**src/rtl/multicycle_controller.sv**
```systemverilog
// multicycle_controller
//   Multi-cycle RV32I-subset controller. Fetches each instruction over a
//   req/valid port, latches it, then sequences the register-file/ALU
//   datapath through FETCH -> EXEC (-> MEM) -> FETCH.
//   Resolves conditional branches, JAL and JALR. Takes level interrupts only
//   when an instruction retires, saving the return PC in sepc. CSRR reads
//   sepc back through pclink.
//
// Ports
//   clock, reset              rising-edge clock, async active-high reset
//   instr_req/addr/valid/data instruction fetch handshake (addr = pc)
//   RS1, RS2, RD, IMM         decoded register indices and immediate
//   ALUSrc, ALUControl        ALU operand-B select and function
//   MemtoReg, RegWrite        writeback select and register write strobe
//   link, pclink              write pclink (pc+4 or sepc) into RD
//   Zero, Neg, Carry          ALU flags for branch resolution
//   PCReg                     RS1 value, JALR base
//   MemRead, MemWrite, busy   data memory strobes and stall input
//   interrupt, irq_ack        level request, one-cycle entry pulse
//   illegal                   one-cycle pulse on an unknown opcode
//   pc, sepc                  current PC and saved return PC
//
// Optional feature (macro CTRL_PERF_CNT_EN)
//   Adds 32-bit counters instret (retired instructions) and stall_cycles
//   (FETCH cycles without instr_valid plus MEM cycles with busy).

module multicycle_controller #(
    parameter int NBITS      = 8,
    parameter int NREGS      = 32,
    parameter int WIDTH_ALUF = 4,
    parameter int RESET_PC   = 0,
    parameter int IRQ_VECTOR = 'h40
) (
    input  logic                     clock,
    input  logic                     reset,
    output logic                     instr_req,
    output logic [NBITS-1:0]         instr_addr,
    input  logic                     instr_valid,
    input  logic [31:0]              instr_data,
    output logic [$clog2(NREGS)-1:0] RS1,
    output logic [$clog2(NREGS)-1:0] RS2,
    output logic [$clog2(NREGS)-1:0] RD,
    output logic [NBITS-1:0]         IMM,
    output logic                     ALUSrc,
    output logic [WIDTH_ALUF-1:0]    ALUControl,
    output logic                     MemtoReg,
    output logic                     RegWrite,
    output logic                     link,
    output logic [NBITS-1:0]         pclink,
    input  logic                     Zero,
    input  logic                     Neg,
    input  logic                     Carry,
    input  logic [NBITS-1:0]         PCReg,
    output logic                     MemRead,
    output logic                     MemWrite,
    input  logic                     busy,
    input  logic                     interrupt,
    output logic                     irq_ack,
    output logic                     illegal,
    output logic [NBITS-1:0]         pc,
    output logic [NBITS-1:0]         sepc
`ifdef CTRL_PERF_CNT_EN
    ,
    output logic [31:0]              instret,
    output logic [31:0]              stall_cycles
`endif
);

    localparam int RW = $clog2(NREGS);

    localparam logic [4:0] OP_R    = 5'b01100;
    localparam logic [4:0] OP_I    = 5'b00100;
    localparam logic [4:0] OP_LUI  = 5'b01101;
    localparam logic [4:0] OP_JAL  = 5'b11011;
    localparam logic [4:0] OP_JALR = 5'b11001;
    localparam logic [4:0] OP_B    = 5'b11000;
    localparam logic [4:0] OP_L    = 5'b00000;
    localparam logic [4:0] OP_S    = 5'b01000;
    localparam logic [4:0] OP_CSR  = 5'b11100;

    // Reset value of the instruction register is ADD x0,x0,x0 so that every
    // decoded output (indices, IMM, ALUSrc, ALUControl, pclink) reads zero.
    localparam logic [31:0] IR_RESET = 32'h0000_0033;

    typedef enum logic [1:0] {S_FETCH, S_EXEC, S_MEM} state_t;

    state_t           state;
    logic [31:0]      ir;
    logic             irq_ack_q;

    logic [4:0]       op;
    logic [2:0]       f3;
    logic             f7b5;
    logic [NBITS-1:0] imm_i, imm_s, imm_b, imm_u, imm_j, imm;
    logic [3:0]       alu_f;
    logic             alu_src, wr_op, link_op, known, taken;
    logic             in_exec, in_mem, is_load, is_store, retire;
    logic [NBITS-1:0] pc4, next_pc;

    assign op   = ir[6:2];
    assign f3   = ir[14:12];
    assign f7b5 = ir[30];

    assign imm_i = NBITS'({{20{ir[31]}}, ir[31:20]});
    assign imm_s = NBITS'({{20{ir[31]}}, ir[31:25], ir[11:7]});
    assign imm_b = NBITS'({{19{ir[31]}}, ir[31], ir[7], ir[30:25], ir[11:8], 1'b0});
    assign imm_u = NBITS'({ir[31:12], 12'h000});
    assign imm_j = NBITS'({{11{ir[31]}}, ir[31], ir[19:12], ir[20], ir[30:21], 1'b0});

    always_comb begin
        imm     = '0;
        alu_f   = 4'b0000;
        alu_src = 1'b0;
        wr_op   = 1'b0;
        link_op = 1'b0;
        known   = (ir[1:0] == 2'b11);
        case (op)
            OP_R:    begin alu_f = {f7b5, f3}; wr_op = 1'b1; end
            OP_I:    begin
                         alu_src = 1'b1;
                         alu_f   = {(f3 == 3'b101) & f7b5, f3};
                         imm     = imm_i;
                         wr_op   = 1'b1;
                     end
            OP_LUI:  begin alu_src = 1'b1; imm = imm_u; wr_op = 1'b1; end
            OP_JAL:  begin imm = imm_j; wr_op = 1'b1; link_op = 1'b1; end
            OP_JALR: begin imm = imm_i; wr_op = 1'b1; link_op = 1'b1; end
            OP_B:    begin alu_f = 4'b1000; imm = imm_b; end
            OP_L:    begin alu_src = 1'b1; imm = imm_i; end
            OP_S:    begin alu_src = 1'b1; imm = imm_s; end
            OP_CSR:  begin imm = imm_i; wr_op = 1'b1; link_op = 1'b1; end
            default: known = 1'b0;
        endcase
    end

    // Branch condition on the flags of the SUB the ALU is doing this cycle.
    always_comb begin
        case (f3)
            3'b000:  taken = Zero;
            3'b001:  taken = !Zero;
            3'b100:  taken = Neg;
            3'b101:  taken = !Neg;
            3'b110:  taken = !Carry;
            3'b111:  taken = Carry;
            default: taken = 1'b0;
        endcase
    end

    assign pc4 = pc + NBITS'(4);

    always_comb begin
        next_pc = pc4;
        case (op)
            OP_JAL:  next_pc = pc + imm;
            OP_JALR: next_pc = (PCReg + imm) & ~NBITS'(1);
            OP_B:    if (taken) next_pc = pc + imm;
            default: next_pc = pc4;
        endcase
    end

    assign in_exec  = (state == S_EXEC);
    assign in_mem   = (state == S_MEM);
    assign is_load  = (op == OP_L);
    assign is_store = (op == OP_S);
    assign retire   = (in_exec && !(is_load || is_store)) || (in_mem && !busy);

    // Strobes come from the registered state, so an async reset (which forces
    // FETCH) drops them in the same cycle.
    assign instr_req  = (state == S_FETCH) && !reset;
    assign instr_addr = pc;
    assign RS1        = (op == OP_LUI) ? '0 : ir[15 +: RW];
    assign RS2        = ir[20 +: RW];
    assign RD         = ir[7 +: RW];
    assign IMM        = imm;
    assign ALUSrc     = alu_src;
    assign ALUControl = WIDTH_ALUF'(alu_f);
    assign MemRead    = in_mem && is_load;
    assign MemWrite   = in_mem && is_store;
    assign MemtoReg   = in_mem && is_load && !busy;
    assign RegWrite   = (ir[11:7] != 5'd0) &&
                        ((in_exec && wr_op) || (in_mem && is_load && !busy));
    assign link       = in_exec && link_op;
    assign pclink     = link_op ? ((op == OP_CSR) ? sepc : pc4) : '0;
    assign illegal    = in_exec && !known;
    assign irq_ack    = irq_ack_q;

    always_ff @(posedge clock or posedge reset) begin
        if (reset) begin
            state     <= S_FETCH;
            ir        <= IR_RESET;
            pc        <= NBITS'(RESET_PC);
            sepc      <= '0;
            irq_ack_q <= 1'b0;
        end else begin
            irq_ack_q <= 1'b0;
            case (state)
                S_FETCH: if (instr_valid) begin
                             ir    <= instr_data;
                             state <= S_EXEC;
                         end
                S_EXEC:  state <= (is_load || is_store) ? S_MEM : S_FETCH;
                S_MEM:   if (!busy) state <= S_FETCH;
                default: state <= S_FETCH;
            endcase
            // Interrupts are only looked at on the retire edge.
            if (retire) begin
                if (interrupt) begin
                    sepc      <= next_pc;
                    pc        <= NBITS'(IRQ_VECTOR);
                    irq_ack_q <= 1'b1;
                end else begin
                    pc <= next_pc;
                end
            end
        end
    end

`ifdef CTRL_PERF_CNT_EN
    always_ff @(posedge clock or posedge reset) begin
        if (reset) begin
            instret      <= '0;
            stall_cycles <= '0;
        end else begin
            if (retire) instret <= instret + 32'd1;
            if ((state == S_FETCH && !instr_valid) || (in_mem && busy))
                stall_cycles <= stall_cycles + 32'd1;
        end
    end
`endif

endmodule

```
**config.mk**
```make
export PLATFORM = sky130hd
export DESIGN_NAME = multicycle_controller
export DESIGN_NICKNAME = d
export VERILOG_FILES = /design/src/rtl/multicycle_controller.sv
export SDC_FILE = /design/constraint.sdc
export NUM_CORES = 1
export LEC_CHECK = 0
export ABC_CLOCK_PERIOD_IN_PS = 4100
export BUFFER_PORTS_ARGS = -buffer_cell sky130_fd_sc_hd__buf_2
export CAP_MARGIN = 20
export CORE_MARGIN = 1.5
export CORE_UTILIZATION = 40
export CTS_BUF_LIST = sky130_fd_sc_hd__clkbuf_8
export DETAILED_ROUTE_END_ITERATION = 8
export GPL_ROUTABILITY_DRIVEN = 0
export PLACE_DENSITY = 0.66
export SYNTH_ARGS = -nofsm -noshare
export SYNTH_HDL_FRONTEND = slang
export SYNTH_SLANG_ARGS = --single-unit
export TNS_END_PERCENT = 50
```
**constraint.sdc**
```tcl
create_clock -name clock -period 4.1 [get_ports clock]
set_input_delay 0.82 -clock clock [delete_from_list [all_inputs] [get_ports clock]]
set_output_delay 0.82 -clock clock [all_outputs]
set_load 0.05 [all_outputs]
```
==> flow_metrics.env <==
export IMPL_fin_crit_sh_pct=88.6
export IMPL_die_area_sq_um=8980
export IMPL_drtIter0Drc=95
export IMPL_cts_tree="done"
export IMPL_yosys_area_share_simple_pct=16.8
export IMPL_ctsResizeCount=0
export IMPL_utilization_pct=49.3
export IMPL_yosysMostFrequentCell="dfrtp_1"
export IMPL_post_drt_wl_per_cell_um=15.6
export IMPL_grt_util_all_layers_pct=19.0
export IMPL_ys_ff_latch=48
export IMPL_antenna_found_initial=0
export IMPL_min_period_ps=3630
export IMPL_synth_main_ff_cell="dfrtp_1"
export IMPL_reg2reg_slack_ps=470
export IMPL_drv_slew=0
export IMPL_vias=2905
export IMPL_critPathKind="reg -> reg"
export IMPL_fp_dieH_um=94.7
export IMPL_fin_skew_ps=10.7
export IMPL_cts_buffers=5
export IMPL_post_cts_buffers=0
export IMPL_fp_dieW_um=94.7
export IMPL_cts_root_buf="clkbuf_8"
export IMPL_synthTopCellsByCount="dfrtp_1, mux2_2, nand2_1"
export IMPL_synth_warnings=0
export IMPL_instances_no_fill=539
export IMPL_grt_pass1_wl_mm=13.3
export IMPL_ff_latch_area_sq_um=1210
export IMPL_synthTopCellsByArea="dfrtp_1, mux2_2, ha_1, buf_4, dfstp_2"
export IMPL_synth_distinct_cells=60
export IMPL_drt_wl_total_mm=8.40
export IMPL_irDropWorstVdd_v=0.000287
export IMPL_hp_class="reg -> reg"
export IMPL_status="finished clean"
export IMPL_insertion_delay_ps=300
export IMPL_dp_cells=530
export IMPL_hold_depth=1
export IMPL_slowest_stage="dfrtp_1"
export IMPL_cap_violations=0
export IMPL_fillCellCount=809
export IMPL_r2r_worst_path_cells=13
export IMPL_critPathMaxStageDelay_ps=700
export IMPL_drive_gt1_share_pct=41.0
export IMPL_synth_compound_area_share_pct=18.5
export IMPL_worstMarginPinSlew_ps=552
export IMPL_grt_overflow=0
export IMPL_rows=33
export IMPL_yosysTopAreaCellShare_pct=32.7
export IMPL_antenna_cells=0
export IMPL_synth_top_family_by_area="compound AO/OA/AOI/OAI gates"
export IMPL_area_delta_synth_final_pct=19.7
export IMPL_arrival_ps=3810
export IMPL_first_global_vias=2816
export IMPL_crit_end="sepc[7]"
export IMPL_drc_errors=0
export IMPL_clockBufferDepth=2
export IMPL_core_sq_um=8180
export IMPL_cp_required_ps=4280
export IMPL_timing_rr_start="ir[3]"
export IMPL_setup_viol=0
export IMPL_clk_pin_slew_worst_paths_ps=100
export IMPL_cts_num_sinks=48
export IMPL_min_from="ir[25]"
export IMPL_crit_start="ir[3]"
export IMPL_max_slew_margin_pct=63.2
export IMPL_fmax_ghz=0.275
export IMPL_synthesis_area_sq_um=3370
export IMPL_hpwl_mm=6.61
export IMPL_synthArstFlopShare_pct=100
export IMPL_path_max_fanout=15
export IMPL_path_cells="nor2_1 > mux2i_1 > o22ai_1 > a22oi_1 > inv_1 > ha_1 > a21oi_1 > o211ai_1 > or3_1 > a31oi_1 > xnor2_1 > a22oi_1 > a21oi_1"
export IMPL_synth_edff_count=0
export IMPL_r2r_end="sepc[7]"
export IMPL_p_leak_nw=1.98
export IMPL_synth_area_per_cell_sq_um=9.87
export IMPL_synthAdderAreaFrac_pct=6.39
export IMPL_ys_seq_area_share_pct=35.8
export IMPL_io_pins=116
export IMPL_synthesis_nets=405
export IMPL_syn_instance_count=341
export IMPL_grt_max_degree=49
export IMPL_synth_mux_area_share_pct=10.7
export IMPL_worstSetupStartpointType="flop"
export IMPL_start_util_pct=41.2
export IMPL_htree_levels=2
export IMPL_synth_xor_area_share_pct=4.94
export IMPL_worstSetupEndpointType="flop"
export IMPL_power_density_nw_per_um2=602
export IMPL_yosysTopAreaCell="dfrtp_1"
export IMPL_rsz0062_at_grt="no"
export IMPL_portBuffers=112
export IMPL_nets=497
export IMPL_ant_nets=0
export IMPL_ctsHoldBuffers=0
export IMPL_hold_viol=0
export IMPL_vias_per_cell=5.39
export IMPL_multi_input_area_sq_um=1940
export IMPL_first_pass_iters=6
export IMPL_finalSetupTns_ps=0
==> cell families after synthesis <==
family,count (synthesis)
buffers and inverters,40
xor gates and xnor gates,19
DFF,48
AOI/OAI and AO/OA,81
adders and majority gates,16
muxes,32
and+or+nand+nor,105
==> cells in the final DEF (no fill, tap or decap), types with 3 or more instances in the layout <==
master    Yosys  layout
ha_1         14      14
a21oi_1      11      11
a21o_1        6       6
and2_1        6       6
xor2_1        9       9
dfrtp_1      44      44
o21ai_0      13      13
a31oi_1       5       5
o22ai_1       5       5
nand2b_1      5       5
dfstp_2       4       4
or3_1         5       5
a21oi_2       3       3
inv_1        10       9
clkbuf_8      0       6
nand2_1      28      28
nor2b_1       9       9
buf_2         3     112
o21ai_1       4       4
a22o_1        8       8
nor3_1        6       6
nand3_1       7       7
xnor2_1      10      10
o31ai_1       5       5
and3_1        4       4
nor2_1       19      19
mux2_2       31      31
==> flip-flops by register name (all words and copies together), names as in the netlist <==
register and cells:
sepc 8, state 2, instr_addr 8, ir 29, irq_ack 1
==> layer usage <==
layer / GRT usage [%] / part of all wire [%] / routed length [um]
met1: 23.4 / 43 / 3590
met2: 34.1 / 50 / 4220
met3: 3.70 / 6.0 / 505
met4: 3.98 / 1.0 / 86
met5: 0 / 0 / 0
==> per-stage QoR <==
stage / power [mW] / hold slack, ps / worst slack (ps) / area (sq um)
after floorplan: 1.82 / 472 / 522 / 3370
after global routing: 2.56 / 524 / 212 / 4030
after global placement: 2.05 / 481 / 646 / 3890
final: 2.42 / 506 / 467 / 4030
after CTS: 2.44 / 513 / 494 / 4010
after detailed placement: 2.07 / 490 / 589 / 3890
==> worst max-delay path, delay by kind of cell (launching register included) <==
kind            cells  cell delay (ps)
simple gates        2              530
buf+inv             1              180
mux                 1              230
fa+ha+maj           1              300
flops               1              700
compound gates      7             1480
xor+xnor            1               90
==> power by group <==
part           internal (mW)  total (mW)  switching, mW
Clock                  0.200       0.363          0.163
Combinational          0.401        1.31          0.904
Sequential             0.593       0.757          0.163
==> worst min-delay path by stage <==
stage	end	slack, ps
finish	ir[25]	510
global route	ir[25]	520
CTS	ir[25]	510
detailed placement	ir[25]	490
global placement	ir[16]	480
floorplan	ir[15]	470
==> cell type report <==
type | instances | share of cell area (%)
tap | 105 | 3.26
timing repair buffer | 115 | 14.8
sequential | 48 | 29.9
multi-input combinational | 253 | 48.1
inverter | 10 | 0.931
clock buffer | 6 | 2.05
clock inverter | 2 | 0.962
No activity file was read; power rests on OpenSTA's default activity.
